### src/rtl/mmio_pkg.sv
// Shared definitions for the MMIO store bridge: register offsets, STATUS bit
// positions and the queued store entry layout.
package mmio_pkg;

    localparam logic [7:0] STATUS_OFS  = 8'h00;
    localparam logic [7:0] CTRL_OFS    = 8'h04;
    localparam logic [7:0] DATA_LO_OFS = 8'h10;

    localparam int STATUS_EMPTY_BIT = 0;
    localparam int STATUS_FULL_BIT  = 1;
    localparam int STATUS_OVF_BIT   = 2;
    localparam int STATUS_COUNT_LSB = 8;

    typedef struct packed {
        logic [7:0]  addr;
        logic [31:0] data;
    } store_entry_t;

endpackage

### src/rtl/sync_fifo.sv
// Generic single-clock FIFO with occupancy count. Storage is a small flop array
// so that a reset flushes every entry and the head output reads as zero.
module sync_fifo #(
    parameter int WIDTH = 8,
    parameter int DEPTH = 4,
    parameter int CW    = $clog2(DEPTH + 1)
) (
    input  logic             clk,
    input  logic             reset,
    input  logic             wr_en,
    input  logic [WIDTH-1:0] wr_data,
    input  logic             rd_en,
    output logic [WIDTH-1:0] rd_data,
    output logic             empty,
    output logic             full,
    output logic [CW-1:0]    count
);

    localparam int AW = $clog2(DEPTH);

    logic [WIDTH-1:0] mem_reg [DEPTH];
    logic [AW-1:0]    wr_ptr_reg, wr_ptr_next;
    logic [AW-1:0]    rd_ptr_reg, rd_ptr_next;
    logic [CW-1:0]    count_reg, count_next;
    logic             push, pop;

    assign empty = (count_reg == '0);
    assign full  = (count_reg == CW'(DEPTH));
    assign count = count_reg;

    // A write into a full FIFO is still accepted when the head leaves on the same edge.
    assign pop  = rd_en & ~empty;
    assign push = wr_en & (~full | pop);

    always_comb begin
        wr_ptr_next = wr_ptr_reg;
        rd_ptr_next = rd_ptr_reg;
        count_next  = count_reg;
        if (push) wr_ptr_next = wr_ptr_reg + AW'(1);
        if (pop)  rd_ptr_next = rd_ptr_reg + AW'(1);
        case ({push, pop})
            2'b10:   count_next = count_reg + CW'(1);
            2'b01:   count_next = count_reg - CW'(1);
            default: count_next = count_reg;
        endcase
    end

    always_ff @(posedge clk or negedge reset) begin
        if (!reset) begin
            wr_ptr_reg <= '0;
            rd_ptr_reg <= '0;
            count_reg  <= '0;
        end else begin
            wr_ptr_reg <= wr_ptr_next;
            rd_ptr_reg <= rd_ptr_next;
            count_reg  <= count_next;
        end
    end

    for (genvar gi = 0; gi < DEPTH; gi++) begin : g_entry
        always_ff @(posedge clk or negedge reset) begin
            if (!reset) begin
                mem_reg[gi] <= '0;
            end else if (push && wr_ptr_reg == AW'(gi)) begin
                mem_reg[gi] <= wr_data;
            end
        end
    end

    assign rd_data = mem_reg[rd_ptr_reg];

endmodule

### src/rtl/mmio_store_bridge.sv
// CPU store-port responder: decodes a 256-byte window, queues DATA stores into a
// FIFO drained over valid/ready, and exposes a pollable STATUS word.
module mmio_store_bridge
    import mmio_pkg::*;
#(
    parameter logic [31:0] BASE_ADDR = 32'h0000_0400,
    parameter int          DEPTH     = 4
) (
    input  logic        clk,
    input  logic        reset,
    input  logic        MemWrite,
    input  logic [31:0] DataAdr,
    input  logic [31:0] WriteData,
    output logic        hit,
    output logic [31:0] ReadData,
    output logic        per_valid,
    input  logic        per_ready,
    output logic [7:0]  per_addr,
    output logic [31:0] per_data
);

    localparam int CW = $clog2(DEPTH + 1);

    logic [31:0]  rel_addr;
    logic [7:0]   offset;
    logic [7:0]   word_ofs;
    logic         is_ctrl, is_data;
    logic         enq_req, deq, drop, ovf_clr;
    logic         overflow_reg, overflow_next;
    logic         fifo_empty, fifo_full;
    logic [CW-1:0] fifo_count;
    logic [31:0]  status;
    store_entry_t wr_entry, head_entry;

    // Unsigned difference keeps the window check correct for any base alignment.
    assign rel_addr = DataAdr - BASE_ADDR;
    assign hit      = (rel_addr[31:8] == 24'd0);
    assign offset   = rel_addr[7:0];
    assign word_ofs = {offset[7:2], 2'b00};
    assign is_ctrl  = hit && (word_ofs == CTRL_OFS);
    assign is_data  = hit && (word_ofs >= DATA_LO_OFS);

    assign enq_req = MemWrite & is_data;
    assign deq     = per_valid & per_ready;
    assign drop    = enq_req & fifo_full & ~deq;
    assign ovf_clr = MemWrite & is_ctrl & WriteData[0];

    always_comb begin
        overflow_next = overflow_reg;
        if (ovf_clr) overflow_next = 1'b0;
        // A drop on the same edge as a clear must leave the flag set.
        if (drop)    overflow_next = 1'b1;
    end

    always_ff @(posedge clk or negedge reset) begin
        if (!reset) overflow_reg <= 1'b0;
        else        overflow_reg <= overflow_next;
    end

    assign wr_entry.addr = offset;
    assign wr_entry.data = WriteData;

    sync_fifo #(
        .WIDTH ($bits(store_entry_t)),
        .DEPTH (DEPTH),
        .CW    (CW)
    ) u_fifo (
        .clk     (clk),
        .reset   (reset),
        .wr_en   (enq_req),
        .wr_data (wr_entry),
        .rd_en   (per_ready),
        .rd_data (head_entry),
        .empty   (fifo_empty),
        .full    (fifo_full),
        .count   (fifo_count)
    );

    assign per_valid = ~fifo_empty;
    assign per_addr  = head_entry.addr;
    assign per_data  = head_entry.data;

    always_comb begin
        status = '0;
        status[STATUS_EMPTY_BIT] = fifo_empty;
        status[STATUS_FULL_BIT]  = fifo_full;
        status[STATUS_OVF_BIT]   = overflow_reg;
        status[STATUS_COUNT_LSB +: 8] = 8'(fifo_count);
    end

    assign ReadData = (DataAdr == BASE_ADDR) ? status : 32'd0;

endmodule

### config.mk
export PLATFORM = sky130hd
export DESIGN_NAME = mmio_store_bridge
export DESIGN_NICKNAME = d
export VERILOG_FILES = /design/src/rtl/mmio_pkg.sv /design/src/rtl/sync_fifo.sv /design/src/rtl/mmio_store_bridge.sv
export SDC_FILE = /design/constraint.sdc
export NUM_CORES = 1
export LEC_CHECK = 0
export BUFFER_PORTS_ARGS = -buffer_cell sky130_fd_sc_hd__buf_2
export CORE_ASPECT_RATIO = 2
export CORE_UTILIZATION = 25
export CTS_CLUSTER_DIAMETER = 120
export DETAILED_ROUTE_END_ITERATION = 16
export GPL_TIMING_DRIVEN = 1
export PLACE_DENSITY = 0.45
export SYNTH_ARGS = -nofsm -noshare
export SYNTH_HDL_FRONTEND = slang
export SYNTH_HIERARCHICAL = 1
export SYNTH_SLANG_ARGS = --single-unit
### constraint.sdc
create_clock -name clk -period 6.1 [get_ports clk]
set_input_delay 0.305 -clock clk [delete_from_list [all_inputs] [get_ports clk]]
set_output_delay 0.305 -clock clk [all_outputs]
set_load 0.01 [all_outputs]
==> results_dict.tcl, run 1 <==
set metrics [dict create \
    io_buffers 115 \
    yosysTopAreaCell "dfrtp_1" \
    leakage_nw 4.61 \
    cp-startpoint "DataAdr[22]" \
    cts_tree "built" \
    cpLargestDelayFamily "simple AND/OR/NAND/NOR gates" \
    critPathArrivalTime_ns 3.29 \
    synth_flop_cell "dfrtp_1" \
    syn_inst 508 \
    core_um2 31400 \
    ys_types 42 \
    status "finished with violations" \
    firstDrtPassIters 4 \
    r2r_end "u_fifo/count[2]" \
    violations "negative hold slack" \
    drv_cap 0 \
    antenna_found_initial 2 \
    design_area_um2 9460 \
    multiInputGateArea_um2 3450 \
    path_buf_inv 2 \
    grt_pass1_wl_mm 30.9 \
    nets 695 \
    cp.required_ns 6.42 \
    grt_pass1_vias 5340 \
    htree_num_levels 4 \
    slowest_delay_ns 0.56 \
    place_congestion 0.788 \
    num_vias 4643 \
    crit_type "input port to flop" \
    drive_gt1_share_pct 58.0 \
    yosys_warnings 6 \
    slew_violations 0 \
    cts_root_buf "clkbuf_16" \
    synth_area_leaders "dfrtp_1 53%, mux2_2 23%, mux4_2 11%" \
    wl_met3_um 745 \
    slew-limit-headroom_pct 29.6 \
    r2r_cells 8 \
    tns_ns 0 \
    r2r_slack_ns 3.61 \
    fin_skew_ns 0.00522 \
    cts_resized 0 \
    overflow 0 \
    num_rows 92 \
    finalPower_mw 2.68 \
    setup_viol 0 \
    finalCriticalPeriod_ns 2.97 \
    seq_area_um2 4210 \
    maxUsedRoutingLayer "met5" \
    dp_hpwl_mm 13.4 \
    die-height_um 255 \
    yosysSeqAreaShare_pct 52.7 \
    via_per_inst 4.39 \
    cp_max_fo 22 \
    synth_area_um2 7980 \
    largest_reg_flops 160 \
    numCtsBuffers 17 \
    cts_sinks 168 \
    area_growth_pct 18.5 \
    crit_chain "buf_2 -> nor4_1 -> a21oi_1 -> o2bb2ai_1 -> and4bb_1 -> and4b_1 -> nand2_1 -> nor2_4 -> buf_4 -> mux2_2" \
    timing.rr.start "u_fifo/count[0]" \
    cts_setup_buffers 0 \
    worst-path-stages 10 \
    wl_met1_mm 6.99 \
    n_fill_cell 3189 \
    crit_path_end_kind "flop" \
    drc 0 \
    max_freq_ghz 0.337 \
    dieArea_um2 32700 \
    postSynthAreaPerCell_um2 15.7 \
    ant_nets 0 \
    tightest_slew_ns 1.06 \
    synth_edf_count 0 \
    synthArstFlopShare_pct 100 \
    start_util_pct 25.4 \
    slowest_stage "nor2_4" \
    timing.critical_path.to "u_fifo/mem_reg[130]" \
    clock_path_buffers 2 \
    holdWs_ns -0.0278 \
    rsz0062_at_grt "false" \
    post_dp_cell_area_um2 8840 \
    path_clk_slew_ns 0.06 \
    synth_top_area_share_pct 52.7 \
    grt_max_degree 112 \
    powerDensity_nw_per_um2 284 \
    drt_iter0_drc 127 \
    clk_latency_ns 0.44 \
    final_hold_viol_count 6 \
    period_share_pct 48.6 \
    hold_buffers 0 \
    grt_usage_pct 12.9 \
    peakVddDrop_v 0.000181 \
    start_kind "input port" \
    dr_wl_met2_mm 11.1 \
    ys_ff_latch 168 \
    hold_path_class "input port to asynchronous set/reset pin" \
    die-width_um 128 \
    antennaDiodeCount 0 \
    wl_per_cell_um 18.3 \
    io_pins 142 \
    totalWireLength_mm 19.4 \
]
==> routing by layer <==
metal  vias up  global-route usage, %
met2       101                   24.2
met4         2                   5.01
met3        27                   3.63
met1      2477                   13.2
met5         -                      0
li1       2036                      -
==> synthesized netlist by cell type, drive strengths merged, types with 2 or more instances <==
cell type  count
buf           51
mux4          40
inv            7
o21ai          4
and3           2
dfrtp        168
o2bb2ai        2
mux2         161
ha             5
nand2          9
nand3          6
nor3           3
xor2           3
and2           6
nor2          10
nor2b          2
nand4          2
xnor2          3
nor4           8
==> cells in the final DEF (no fill, tap or decap), types with 2 or more instances in the layout <==
cell        synthesis  routed
conb_1              1      26
nor4_1              4       4
ha_1                5       5
inv_6               0       3
buf_2               5     114
nand3_2             2       2
nor2_1             10       6
buf_4              26       6
nor2_4              0       4
clkinvlp_4          0       5
xor2_1              3       3
nand3_1             4       4
and3_1              2       2
clkinv_2            0       2
xnor2_1             3       3
and2_1              6       6
nor4_4              2       2
o21ai_0             3       3
nor3_1              3       3
dfrtp_1           168     166
o2bb2ai_1           2       2
nor4_2              2       2
inv_1               7       7
bufinv_16           0       3
mux4_2             40      40
mux2_2            161     161
nand4_1             2       2
clkbuf_16           0      17
nand2_1             9       9
nor2b_1             2       2
==> cell type report <==
type | instances | area share (%)
sequential | 168 | 44.5
multi-input combinational | 306 | 36.5
timing repair buffer | 121 | 6.63
tap | 423 | 5.60
clock buffer | 18 | 4.64
clock inverter | 14 | 1.83
inverter | 7 | 0.278
==> worst register-to-register path: stages, from the launching register on <==
cell,delay [ns]
dfrtp_1,0.46
nor4b_4,0.62
nand2b_1,0.27
ha_1,0.22
inv_1,0.06
fa_1,0.37
xor2_1,0.15
nor2_1,0.11
xor2_1,0.16
==> how the worst min path moves through the flow <==
stage	from	to	slack (ns)	cells past startpoint
2_1_floorplan	reset	overflow_reg	0.009	0
3_3_place_gp	reset	u_fifo/mem_reg[146]	0.48	1
3_5_place_dp	overflow_reg	overflow_reg	0.48	1
4_1_cts	reset	u_fifo/mem_reg[124]	0.04	1
5_1_grt	reset	u_fifo/mem_reg[60]	0.07	1
6_report	reset	u_fifo/mem_reg[146]	-0.03	1
==> where the power goes <==
part | internal [mW] | switching [mW] | total [mW]
registers | 1.13 | 0.142 | 1.27
clock network | 0.657 | 0.461 | 1.12
logic | 0.158 | 0.132 | 0.290
total | 1.95 | 0.735 | 2.68
==> through the flow <==
stage	worst slack [ns]	util [%]	instances	hold slack, ns
3_5_place_dp	2.61	28.1	1025	0.478
2_1_floorplan	3.57	-	533	0.00941
6_report	3.13	30.1	1057	-0.0278
4_1_cts	3.09	30.1	1057	0.0424
5_1_grt	2.92	30.1	1057	0.0725
3_3_place_gp	2.65	28.1	1025	0.482
==> cells by family after synthesis <==
group | count (synthesis) | share of synthesized area (%)
compound gates | 9 | 0.988
xor+xnor | 6 | 0.659
fa+ha+maj | 6 | 1.04
buf+inv | 59 | 5.58
flops | 168 | 52.7
mux | 202 | 34.1
other cells | 1 | 0.0470
simple gates | 57 | 4.85
No activity file was read; power rests on OpenSTA's default activity.
==> inputs of run 2 (changes only) <==
==> constraint.sdc (replaced) <==
create_clock -name clk -period 3.05 [get_ports clk]
set_input_delay 0.1525 -clock clk [delete_from_list [all_inputs] [get_ports clk]]
set_output_delay 0.1525 -clock clk [all_outputs]
set_load 0.01 [all_outputs]
==> run 2 against run 1 <==
The run now ends clean. Wire length grew 3.3%. Die area is the same. Critical path depth grew 2. Hold slack gained 0.052 ns. Sequential cell count is the same. Critical path type unchanged. Critical endpoint is now u_fifo/count[2]. Highest routed layer is now met4.
==> results_dict.tcl, run 2 (same netlist as run 1, synthesis figures left out) <==
set metrics [dict create \
    placedCellCount 1033 \
    area_growth_pct 23.9 \
    hold_path_class "input port to flop" \
    numCtsBuffers 17 \
    grt_pass1_wl_mm 31.7 \
    slew-limit-headroom_pct 44.6 \
    firstDrtPassIters 4 \
    drive_gt1_share_pct 55.9 \
    cp_max_fo 5 \
    peakVddDrop_v 0.000366 \
    cts_root_buf "clkbuf_16" \
    period_share_pct 90.7 \
    clock_path_buffers 2 \
    final_hold_viol_count 0 \
    layout_common_cells "166 x dfrtp_1, 161 x mux2_2, 114 x buf_2, 40 x mux4_2, 29 x dlygate4sd3_1" \
    hold_buffers 29 \
    dieArea_um2 32700 \
    io_buffers 115 \
    grt_usage_pct 13.1 \
    totalWireLength_mm 20.0 \
    grt_max_degree 88 \
    num_rows 92 \
    io_pins 142 \
    overflow 0 \
    clkPwrFrac_pct 41.3 \
    die-width_um 128 \
    r2r_slack_ns 0.76 \
    rsz0062_at_grt "false" \
    crit_type "input port to flop" \
    via_per_inst 4.37 \
    htree_num_levels 4 \
    dp_hpwl_mm 13.8 \
    antenna_found_initial 1 \
    cts_setup_buffers 0 \
    crit_path_end_kind "flop" \
    drc 0 \
    leakage_nw 4.81 \
    sequentialPowerShare_pct 45.8 \
    die-height_um 255 \
    p_sw_mw 1.42 \
    wl_per_cell_um 18.3 \
    tns_ns 0 \
    slew_violations 0 \
    fin_skew_ns 0.00392 \
    core_um2 31400 \
    cp.required_ns 3.40 \
    setup_viol 0 \
    cts_resized 0 \
    largest_reg_flops 160 \
    drt_iter0_drc 166 \
    grt_pass1_vias 5471 \
    cts_sinks 168 \
    p_int_mw 4.06 \
    num_vias 4782 \
    drv_cap 0 \
    clk_latency_ns 0.43 \
    nets 732 \
    status "finished, final reports clean" \
    place_congestion 0.819 \
    critPathArrivalTime_ns 3.12 \
    finalCriticalPeriod_ns 2.77 \
    swShare_pct 25.9 \
    max_freq_ghz 0.362 \
    ant_nets 0 \
    p_comb_share_pct 12.9 \
    cts_tree "built" \
    start_kind "input port" \
    tightest_slew_ns 0.831 \
    path_clk_slew_ns 0.06 \
    powerDensity_nw_per_um2 554 \
    layout_commonest_cell "dfrtp_1" \
    stdcell_count 1095 \
    start_util_pct 25.4 \
]
## run 2: cell types whose count changed in the layout (fill, tap and decap cells not counted), moves of 3 or more
cell and delta:
buf_12 +5, buf_4 +3, clkbuf_8 +5, clkinv_2 +3, clkinvlp_4 -5, dlygate4sd3_1 +29, inv_6 -3
## run 2: power groups by stage
stage	Clock [mW]	Combinational [mW]	Sequential, mW
after floorplan	0	0.602	2.34
after CTS	2.34	0.727	2.52
final	2.26	0.707	2.51
after global placement	0	0.691	2.57
after global routing	2.43	0.767	2.54
after detailed placement	0	0.695	2.57
## run 2: final cells by class
type | instances | area [um2]
Antenna cell | 1 | 2.50
Clock buffer | 24 | 512
Clock inverter | 8 | 115
Fill cell | 3103 | 21500
Inverter | 7 | 26.3
Multi-Input combinational cell | 306 | 3450
Sequential cell | 168 | 4210
Tap cell | 423 | 529
Timing Repair Buffer | 158 | 1040
## run 2: routing by layer
metal / track usage [%] / share of wire (%)
met4: 5.21 / 2.1
met3: 2.62 / 2.9
met1: 14.1 / 38
met5: 0 / 0
met2: 24.7 / 57
## run 2: final timing paths
path	from	endpoint	cells past startpoint
worst max-delay path	DataAdr[5]	u_fifo/count[2]	12
worst min-delay path	WriteData[3]	u_fifo/mem_reg[83]	2
worst max register to register	u_fifo/count[1]	u_fifo/count[2]	9
worst min register to register	overflow_reg	overflow_reg	1
max in group asynchronous	reset	u_fifo/mem_reg[68]	3
min in group asynchronous	reset	u_fifo/mem_reg[107]	2
## run 2: worst max-delay path, stage by stage
cell and delay, ns:
dlygate4sd3_1 0.54, buf_2 0.15, or4_1 0.67, nand2_1 0.12
and4b_1 0.25, nand2b_1 0.16, ha_1 0.21, inv_1 0.06
fa_1 0.37, xor2_1 0.15, nor2_1 0.12, xor2_1 0.15
## run 2: metrics by stage
stage / worst slack [ns] / util (%) / total power [mW] / hold WS, ns / area, um2
after floorplan: 0.672 / - / 2.94 / -0.143 / 8070
after CTS: 0.295 / 31.5 / 5.59 / 0.00454 / 9880
final: 0.285 / 31.5 / 5.47 / 0.0241 / 9890
after detailed placement: 0.268 / 28.5 / 3.26 / 0.275 / 8970
after global placement: 0.314 / 28.5 / 3.26 / 0.264 / 8970
after global routing: 0.0944 / 31.5 / 5.74 / 0.0198 / 9890
